### config.mk
export PLATFORM = sky130hd
export DESIGN_NAME = fifo_serial_tx
export DESIGN_NICKNAME = d
export VERILOG_FILES = /design/src/rtl/fifo_serial_pkg.sv /design/src/rtl/fifo_serial_shifter.sv /design/src/rtl/fifo_serial_tx.sv
export SDC_FILE = /design/constraint.sdc
export NUM_CORES = 1
export LEC_CHECK = 0
export ABC_AREA = 1
export CORE_UTILIZATION = 40
export CTS_CLUSTER_DIAMETER = 50
export DETAILED_ROUTE_END_ITERATION = 10
export GPL_ROUTABILITY_DRIVEN = 0
export GPL_TIMING_DRIVEN = 0
export PLACE_DENSITY = 0.65
export SLEW_MARGIN = 25
export SYNTH_ARGS = -nofsm -noshare
export SYNTH_HDL_FRONTEND = slang
export SYNTH_SLANG_ARGS = --single-unit
### constraint.sdc
create_clock -name clk -period 2.05 [get_ports clk]
set_input_delay 0.3075 -clock clk [delete_from_list [all_inputs] [get_ports clk]]
set_output_delay 0.3075 -clock clk [all_outputs]
set_load 0.005 [all_outputs]
### src/rtl/fifo_serial_pkg.sv
`default_nettype none
// ============================================================================
// Module      : fifo_serial_pkg
// Description : Shared types and constants for the FIFO drain-side serial
//               transmitter: FSM state encoding, default widths and the
//               frame-length helper.
//               Optional feature macro: FIFO_SERIAL_TX_PARITY_EN
//               (appends an even-parity bit after the data LSB).
// Revision    : 1.0 - initial release
// ============================================================================
package fifo_serial_pkg;

    localparam int DEFAULT_WIDTH = 32;
    localparam int DEFAULT_CNT_W = 16;

    typedef enum logic [1:0] {
        IDLE  = 2'd0,
        POP   = 2'd1,
        FETCH = 2'd2,
        SEND  = 2'd3
    } fsm_state_t;

    // Number of serial bits per frame for a given data width.
    function automatic int frame_bits(input int width);
`ifdef FIFO_SERIAL_TX_PARITY_EN
        return width + 1;
`else
        return width;
`endif
    endfunction

endpackage : fifo_serial_pkg
`default_nettype wire

### src/rtl/fifo_serial_shifter.sv
`default_nettype none
// ============================================================================
// Module      : fifo_serial_shifter
// Description : Frame shift register for fifo_serial_tx. Loads a data word
//               (plus even parity when FIFO_SERIAL_TX_PARITY_EN is defined),
//               shifts it out MSB-first and flags the final bit of the frame.
// Ports       : clk, rstn        - clock, asynchronous active-low reset
//               i_load           - capture i_data, restart bit counter
//               i_shift_en       - one bit accepted downstream; advance
//               i_data[WIDTH]    - word to serialise
//               o_msb            - current serial bit
//               o_last           - current bit is the last of the frame
// Revision    : 1.0 - initial release
// ============================================================================
module fifo_serial_shifter
    import fifo_serial_pkg::*;
#(
    parameter int WIDTH = DEFAULT_WIDTH
) (
    input  logic             clk,
    input  logic             rstn,
    input  logic             i_load,
    input  logic             i_shift_en,
    input  logic [WIDTH-1:0] i_data,
    output logic             o_msb,
    output logic             o_last
);

    localparam int c_FRAME_BITS = frame_bits(WIDTH);
    localparam int c_CNT_BW     = $clog2(c_FRAME_BITS + 1);
    localparam logic [c_CNT_BW-1:0] c_LAST_IDX = c_CNT_BW'(c_FRAME_BITS - 1);
    localparam logic [c_CNT_BW-1:0] c_CNT_ONE  = c_CNT_BW'(1);

    logic [c_FRAME_BITS-1:0] r_shreg;
    logic [c_CNT_BW-1:0]     r_bit_cnt;
    logic [c_FRAME_BITS-1:0] w_load_val;

`ifdef FIFO_SERIAL_TX_PARITY_EN
    // Even parity: the extra bit makes the total count of ones even.
    assign w_load_val = {i_data, ^i_data};
`else
    assign w_load_val = i_data;
`endif

    always_ff @(posedge clk or negedge rstn) begin
        if (!rstn) begin
            r_shreg   <= '0;
            r_bit_cnt <= '0;
        end else if (i_load) begin
            r_shreg   <= w_load_val;
            r_bit_cnt <= '0;
        end else if (i_shift_en) begin
            r_shreg   <= {r_shreg[c_FRAME_BITS-2:0], 1'b0};
            r_bit_cnt <= r_bit_cnt + c_CNT_ONE;
        end
    end

    assign o_msb  = r_shreg[c_FRAME_BITS-1];
    assign o_last = (r_bit_cnt == c_LAST_IDX);

endmodule : fifo_serial_shifter
`default_nettype wire

### src/rtl/fifo_serial_tx.sv
`default_nettype none
// ============================================================================
// Module      : fifo_serial_tx
// Description : Drain-side companion to the system-bus FIFO. Pops one word at
//               a time from the FIFO dequeue port and streams it MSB-first
//               over a per-bit valid/ready link.
//               Optional feature macro: FIFO_SERIAL_TX_PARITY_EN
//               (frame gains a trailing even-parity bit).
// Ports       : clk, rstn                    - clock, async active-low reset
//               fifo_data/empty/valid, fifo_deq - FIFO read side
//               tx_bit/valid/last, tx_ready  - serial link handshake
//               busy                         - FSM not in IDLE
//               fetch_err                    - pulse when FIFO never answers
//               word_count                   - completed frames (wrapping)
// Revision    : 1.0 - initial release
// ============================================================================
module fifo_serial_tx
    import fifo_serial_pkg::*;
#(
    parameter int WIDTH         = DEFAULT_WIDTH,
    parameter int FETCH_TIMEOUT = 8,
    parameter int CNT_W         = DEFAULT_CNT_W
) (
    input  logic             clk,
    input  logic             rstn,
    input  logic [WIDTH-1:0] fifo_data,
    input  logic             fifo_empty,
    input  logic             fifo_valid,
    output logic             fifo_deq,
    output logic             tx_bit,
    output logic             tx_valid,
    input  logic             tx_ready,
    output logic             tx_last,
    output logic             busy,
    output logic             fetch_err,
    output logic [CNT_W-1:0] word_count
);

    localparam logic [7:0]       c_TMO_LAST = 8'(FETCH_TIMEOUT - 1);
    localparam logic [7:0]       c_TMO_ONE  = 8'd1;
    localparam logic [CNT_W-1:0] c_WC_ONE   = CNT_W'(1);

    fsm_state_t       r_state;
    fsm_state_t       w_next;
    logic [7:0]       r_tmo;
    logic [CNT_W-1:0] r_word_count;
    logic             w_load;
    logic             w_shift;
    logic             w_msb;
    logic             w_last;

    // ------------------------------------------------------------------
    // FSM state register
    // ------------------------------------------------------------------
    always_ff @(posedge clk or negedge rstn) begin
        if (!rstn) begin
            r_state <= IDLE;
        end else begin
            r_state <= w_next;
        end
    end

    // ------------------------------------------------------------------
    // Next state and state-decoded outputs
    // ------------------------------------------------------------------
    always_comb begin
        w_next    = r_state;
        fifo_deq  = 1'b0;
        tx_valid  = 1'b0;
        busy      = 1'b1;
        fetch_err = 1'b0;
        w_load    = 1'b0;
        w_shift   = 1'b0;
        case (r_state)
            IDLE: begin
                busy = 1'b0;
                if (!fifo_empty) begin
                    w_next = POP;
                end
            end
            POP: begin
                fifo_deq = 1'b1;
                w_next   = FETCH;
            end
            FETCH: begin
                // Valid data takes priority over a timeout in the same cycle.
                if (fifo_valid) begin
                    w_load = 1'b1;
                    w_next = SEND;
                end else if (r_tmo == c_TMO_LAST) begin
                    fetch_err = 1'b1;
                    w_next    = IDLE;
                end
            end
            SEND: begin
                tx_valid = 1'b1;
                w_shift  = tx_ready;
                if (tx_ready && w_last) begin
                    w_next = IDLE;
                end
            end
            default: begin
                w_next = IDLE;
            end
        endcase
    end

    // ------------------------------------------------------------------
    // Fetch timeout counter and sent-word counter
    // ------------------------------------------------------------------
    always_ff @(posedge clk or negedge rstn) begin
        if (!rstn) begin
            r_tmo <= '0;
        end else if (r_state == POP) begin
            r_tmo <= '0;
        end else if ((r_state == FETCH) && !fifo_valid) begin
            r_tmo <= r_tmo + c_TMO_ONE;
        end
    end

    always_ff @(posedge clk or negedge rstn) begin
        if (!rstn) begin
            r_word_count <= '0;
        end else if (w_shift && w_last) begin
            r_word_count <= r_word_count + c_WC_ONE;
        end
    end

    fifo_serial_shifter #(
        .WIDTH (WIDTH)
    ) u_shifter (
        .clk        (clk),
        .rstn       (rstn),
        .i_load     (w_load),
        .i_shift_en (w_shift),
        .i_data     (fifo_data),
        .o_msb      (w_msb),
        .o_last     (w_last)
    );

    // Serial outputs are forced low whenever no bit is being offered.
    assign tx_bit     = w_msb & tx_valid;
    assign tx_last    = w_last & tx_valid;
    assign word_count = r_word_count;

endmodule : fifo_serial_tx
`default_nettype wire

Word level (Yosys, flattened, before mapping) --
Index checks and enable logic that the tools add are counted.
Storage, ports and cells: register bits after elaboration 64, input bits 37, output and inout port bits 22, logic and storage cells 46
Operators by class: add/sub/neg operators 3, equality and inequality tests 8, muxes and demuxes 20, bitwise operators 2, reduce and logical (&&, ||, !) cells 8
Operator list (count):
- $mux W32 | 2
- $add A16 B1 Y16 const B | 1
- $mux W8 | 2
- $mux W6 | 2
- $mux W1 | 9
- $add A8 B1 Y8 const B | 1
- $eq A8 B3 Y1 const B | 1
- $mux W2 | 4
- $pmux W2 S4 | 1
- $add A6 B1 Y6 const B | 1
- $eq A6 B5 Y1 const B | 1
- $eq A2 B2 Y1 const B | 2
- $ne A2 B2 Y1 const B | 2
- $reduce_bool A2 Y1 | 2
- $logic_and A1 B1 Y1 | 3
- $ne A3 B3 Y1 const B | 1
- $reduce_and A3 Y1 | 1
- $and A1 B1 Y1 | 2
- $eq A2 B1 Y1 const B | 1
- $logic_not A2 Y1 | 1
- $logic_not A1 Y1 | 1

Longest topological paths before layout --
depth in word-level cells 4, depth in mapped cells 9, mapped depth without buffers 9

Modules after synthesis --
Synthesis repeated with hierarchy kept, for this count alone.
Second synthesis, totals: cell total of the unflattened synthesis 349, area total of the unflattened synthesis 3326.9 um^2
By module, submodules not included:
- fifo_serial_shifter | instances 1, cells each 181, area each 1921.8 um^2, sequential area each 950.9 um^2
- fifo_serial_tx | instances 1, cells each 168, area each 1405.1 um^2, sequential area each 650.6 um^2

Least setup slack after synthesis --
Ideal clock, no wire load.
path kind register -> register, start point register u_shifter.r_bit_cnt[0], end point register r_word_count[13], in the netlist word_count[13], library setup time 0.117 ns, arrival 1.243 ns, required time 1.933 ns, slack 0.690 ns, cell stages (with the launch flop) 9, buffers on the path 0, clock period less this slack 1.360 ns, path through dfrtp_1 ha_1 inv_1 nor2_2 nand3_4 nor2_8 nand3_1 nand2_1 nand2_1
On the way: longest elaborated chain between the ends 2
Ends and longest elaborated chain:
- start, declared | line fifo_serial_shifter.sv:35 | logic [c_CNT_BW-1:0] r_bit_cnt;
- start signal, assigned | line fifo_serial_shifter.sv:54 | r_bit_cnt <= r_bit_cnt + c_CNT_ONE;
- $eq A6 B5 Y1 | line fifo_serial_shifter.sv:59 | assign o_last = (r_bit_cnt == c_LAST_IDX);
- $logic_and A1 B1 Y1 | line fifo_serial_tx.sv:124 | end else if (w_shift && w_last) begin
- end signal, assigned | line fifo_serial_tx.sv:125 | r_word_count <= r_word_count + c_WC_ONE;
- end, declared | line fifo_serial_tx.sv:46 | logic [CNT_W-1:0] r_word_count;
No other way between the ends. A chain may end at the register's enable or synchronous reset.

Worst setup path after layout --
start point register r_state[1], end point output fifo_deq
On the way: longest elaborated chain between the ends 2
Ends and longest elaborated chain:
- start, declared | line fifo_serial_tx.sv:43 | fsm_state_t r_state;
- start signal, assigned | line fifo_serial_tx.sv:59 | r_state <= w_next;
- $eq A2 B1 Y1 | line fifo_serial_tx.sv:74 | case (r_state)
- $mux W1 | line fifo_serial_tx.sv:74
- end, declared | line fifo_serial_tx.sv:29 | output logic fifo_deq,
No other way between the ends.

==> results.cfg <==
[global_routing]
grt_usage_pct = 18.9
grt_pass1_wl_um = 12600
grt_pass1_vias = 2684
grt_max_degree = 36
grt_overflow = 0
grt_antenna_before_repair = 0

[timing]
fin_crit_ns = 1.98
finalCritPeriodShare_pct = 96.6
clock_skew_ns = 0.0132
hold_viol = 0
drv_slew = 0
rsz0062_at_grt = false
tightest_slew_ns = 0.559
fmax_mhz = 505
max-slew-margin-rel_pct = 62.7
fin_hold_ws_ns = 0.432
finalSetupViolCount = 0
timing.final.ws_setup_ns = 0.0689

[synthesis]
yosys.area.top_type = dfrtp_1
synthTopCellsByCount = nand2_1, dfrtp_1, inv_1
synth.top_cell.area_share_pct = 51.1
synth_flop_cell = dfrtp_1
yosys_warnings = 0
async_reset_ff_share_pct = 100
ys_ff_latch = 64
synth_cell_types = 27
syn_area_um2 = 3140
ys_top_cells_by_area = dfrtp_1, nand2_1, inv_1, o21ai_0, nand3_1
synth_edf_count = 0
yosys.area_share.simple_pct = 24.0
synth_nets = 412
syn_inst = 372
synth_xor_area_share_pct = 1.95
synth.avg_cell_area_um2 = 8.43
synth.most_common_cell = nand2_1
yosysSeqAreaShare_pct = 51.1
synth-compound-area-share_pct = 14.6
yosys.area_share.adder_pct = 1.20
synth_mux_area_share_pct = 0
synth_top_family_by_area = simple AND/OR/NAND/NOR gates

[setup_path]
r2r_cells = 7
setup.worst_path.end_class = output port
path_max_fanout = 5
r2r-start = r_state[1]$_DFFE_PN0P_
r2r-end = u_shifter.r_shreg[5]$_DFFE_PN0P_
critPathKind = reg -> out
rrSetupSlack_ns = 0.44
cp-start-kind = flop
critPathArrivalTime_ns = 1.67
required_ns = 1.74

[placement]
placed_area_um2 = 3860
portBuffers = 58
hpwlAfterDp_um = 5060
post-place-ws_ns = 0.00952

[final_layout]
design_area_um2 = 4190
multiInputGateArea_um2 = 1350
final_nets = 489
fill_cells = 691
area.sequential_um2 = 1600
antenna_cells = 0
area.growth.synth_to_final_pct = 33.5
layout-drive-gt1-share_pct = 10.8

[power]
powerDensity_nw_per_um2 = 1070
switching_share_pct = 33.2
pwr-share-comb_pct = 31.0
ir_worst_vdd_mv = 0.540
clkPwrFrac_pct = 28.1
internal-power_mw = 2.98
seq_power_share_pct = 41.0
p_leak_nw = 1.94
switching_power_mw = 1.49

[cts]
cts_tree = done
clock_latency_ns = 0.34
cts_max_level = 3
clock-sinks = 64
clockBufferDepth = 2
root_buffer = clkbuf_8
cts-buffers-inserted = 9
clkTransAtPathRegs_ns = 0.08

[floorplanning]
die_x_um = 90.6
start_util_pct = 42.3
die_area_um2 = 8200
coreArea_um2 = 7410
fp-row-count = 31
ios = 59
die_y_um = 90.6

[route]
drc_errors = 0
num_vias = 2784
vias_per_cell = 5.03
ant_nets = 0
firstDrtPassIters = 4
drt_iter0_markers = 110
routed_wl_um = 7140
wl_per_cell_um = 12.9

[job]
cap_violations = 0

[hold_path]
hp-class = in -> async

[status]
status = complete, no violations
logic make-up (layout without fill, tap and decap cells):
family,after synthesis,in the layout
simple gates,166,166
xor+xnor,7,7
compound gates,74,74
flops,64,64
buf+inv,58,140
fa+ha+maj,3,3
worst max path at each step:
stage,startpoint,end,slack [ns],cells past startpoint
after floorplan,u_shifter.r_bit_cnt[0]$_DFFE_PN0P_,word_count[13]$_DFFE_PN0P_,0.69,8
after detailed placement,fifo_valid,fetch_err,0.01,5
after CTS,u_shifter.r_bit_cnt[1]$_DFFE_PN0P_,tx_last,0.002,6
after global placement,rstn,u_shifter.r_shreg[20]$_DFFE_PN0P_,-1.56,1
final,r_state[1]$_DFFE_PN0P_,fifo_deq,0.07,4
after global routing,r_state[1]$_DFFE_PN0P_,fifo_deq,0.006,4
layout by cell type, fill, tap and decap left out, types with 4 or more instances in the layout:
master           count
a21oi_1              7
a22oi_1             17
buf_2                7
buf_4                7
clkbuf_1             5
clkbuf_8            11
clkdlybuf4s50_1     55
dfrtp_1             64
inv_1               45
nand2_1             82
nand2_2              4
nand3_1             28
nand4_1              7
nor2_1              27
nor2_2               5
o211ai_1            15
o21ai_0             31
xor2_1               7
metal layers:
metal / part of all wire, % / GRT usage (%) / vias to the layer above
li1: - / - / 1387
met1: 50 / 26.0 / 1326
met2: 45 / 29.6 / 59
met3: 3.5 / 3.11 / 12
met4: 1.6 / 7.53 / 0
met5: 0 / 0 / -
worst max-delay path, stage by stage (launching register included):
cell,delay [ns]
dfrtp_1,0.38
inv_1,0.13
nand2_1,0.16
inv_1,0.15
clkdlybuf4s50_1,0.51
sequential cells by signal, summed over array words and instances, names as in the netlist:
| register | cells |
|---|---|
| word_count | 16 |
| r_state | 2 |
| u_shifter.r_bit_cnt | 6 |
| r_tmo | 8 |
| u_shifter.r_shreg | 32 |
area by class of cell:
cell class | instances | area share, %
multi-input cells | 250 | 32.1
plain buffers | 11 | 1.20
inverters | 47 | 4.21
flip-flops and latches | 64 | 38.2
well taps | 99 | 2.96
clock inverters | 4 | 1.82
repair buffers | 66 | 15.7
clock buffers | 12 | 3.70
power by group through the flow:
stage / Combinational [mW] / Clock (mW) / Sequential (mW)
2_1_floorplan: 0.872 / 0 / 1.80
3_3_place_gp: 1.25 / 0 / 1.84
3_5_place_dp: 1.30 / 0 / 1.85
4_1_cts: 1.38 / 1.26 / 1.83
5_1_grt: 1.60 / 1.33 / 1.87
6_report: 1.38 / 1.25 / 1.83
stage by stage:
| step | total power, mW | instances | setup TNS (ns) | util (%) |
|---|---|---|---|---|
| 2_1_floorplan | 2.67 | 372 | 0 | - |
| 3_3_place_gp | 3.09 | 529 | -99.51 | 51.8 |
| 3_5_place_dp | 3.15 | 530 | 0 | 52.1 |
| 4_1_cts | 4.47 | 552 | 0 | 56.2 |
| 5_1_grt | 4.79 | 553 | 0 | 56.5 |
| 6_report | 4.47 | 553 | 0 | 56.5 |
what timing repair did:
action,in CTS,in global routing
resized for setup,6,6
endpoints found under the setup margin,2,2
endpoints found under the hold margin,29,0
hold buffers,1,0
pin swaps,1,0
setup buffers,5,1
Power figures use the tool's default switching activity.
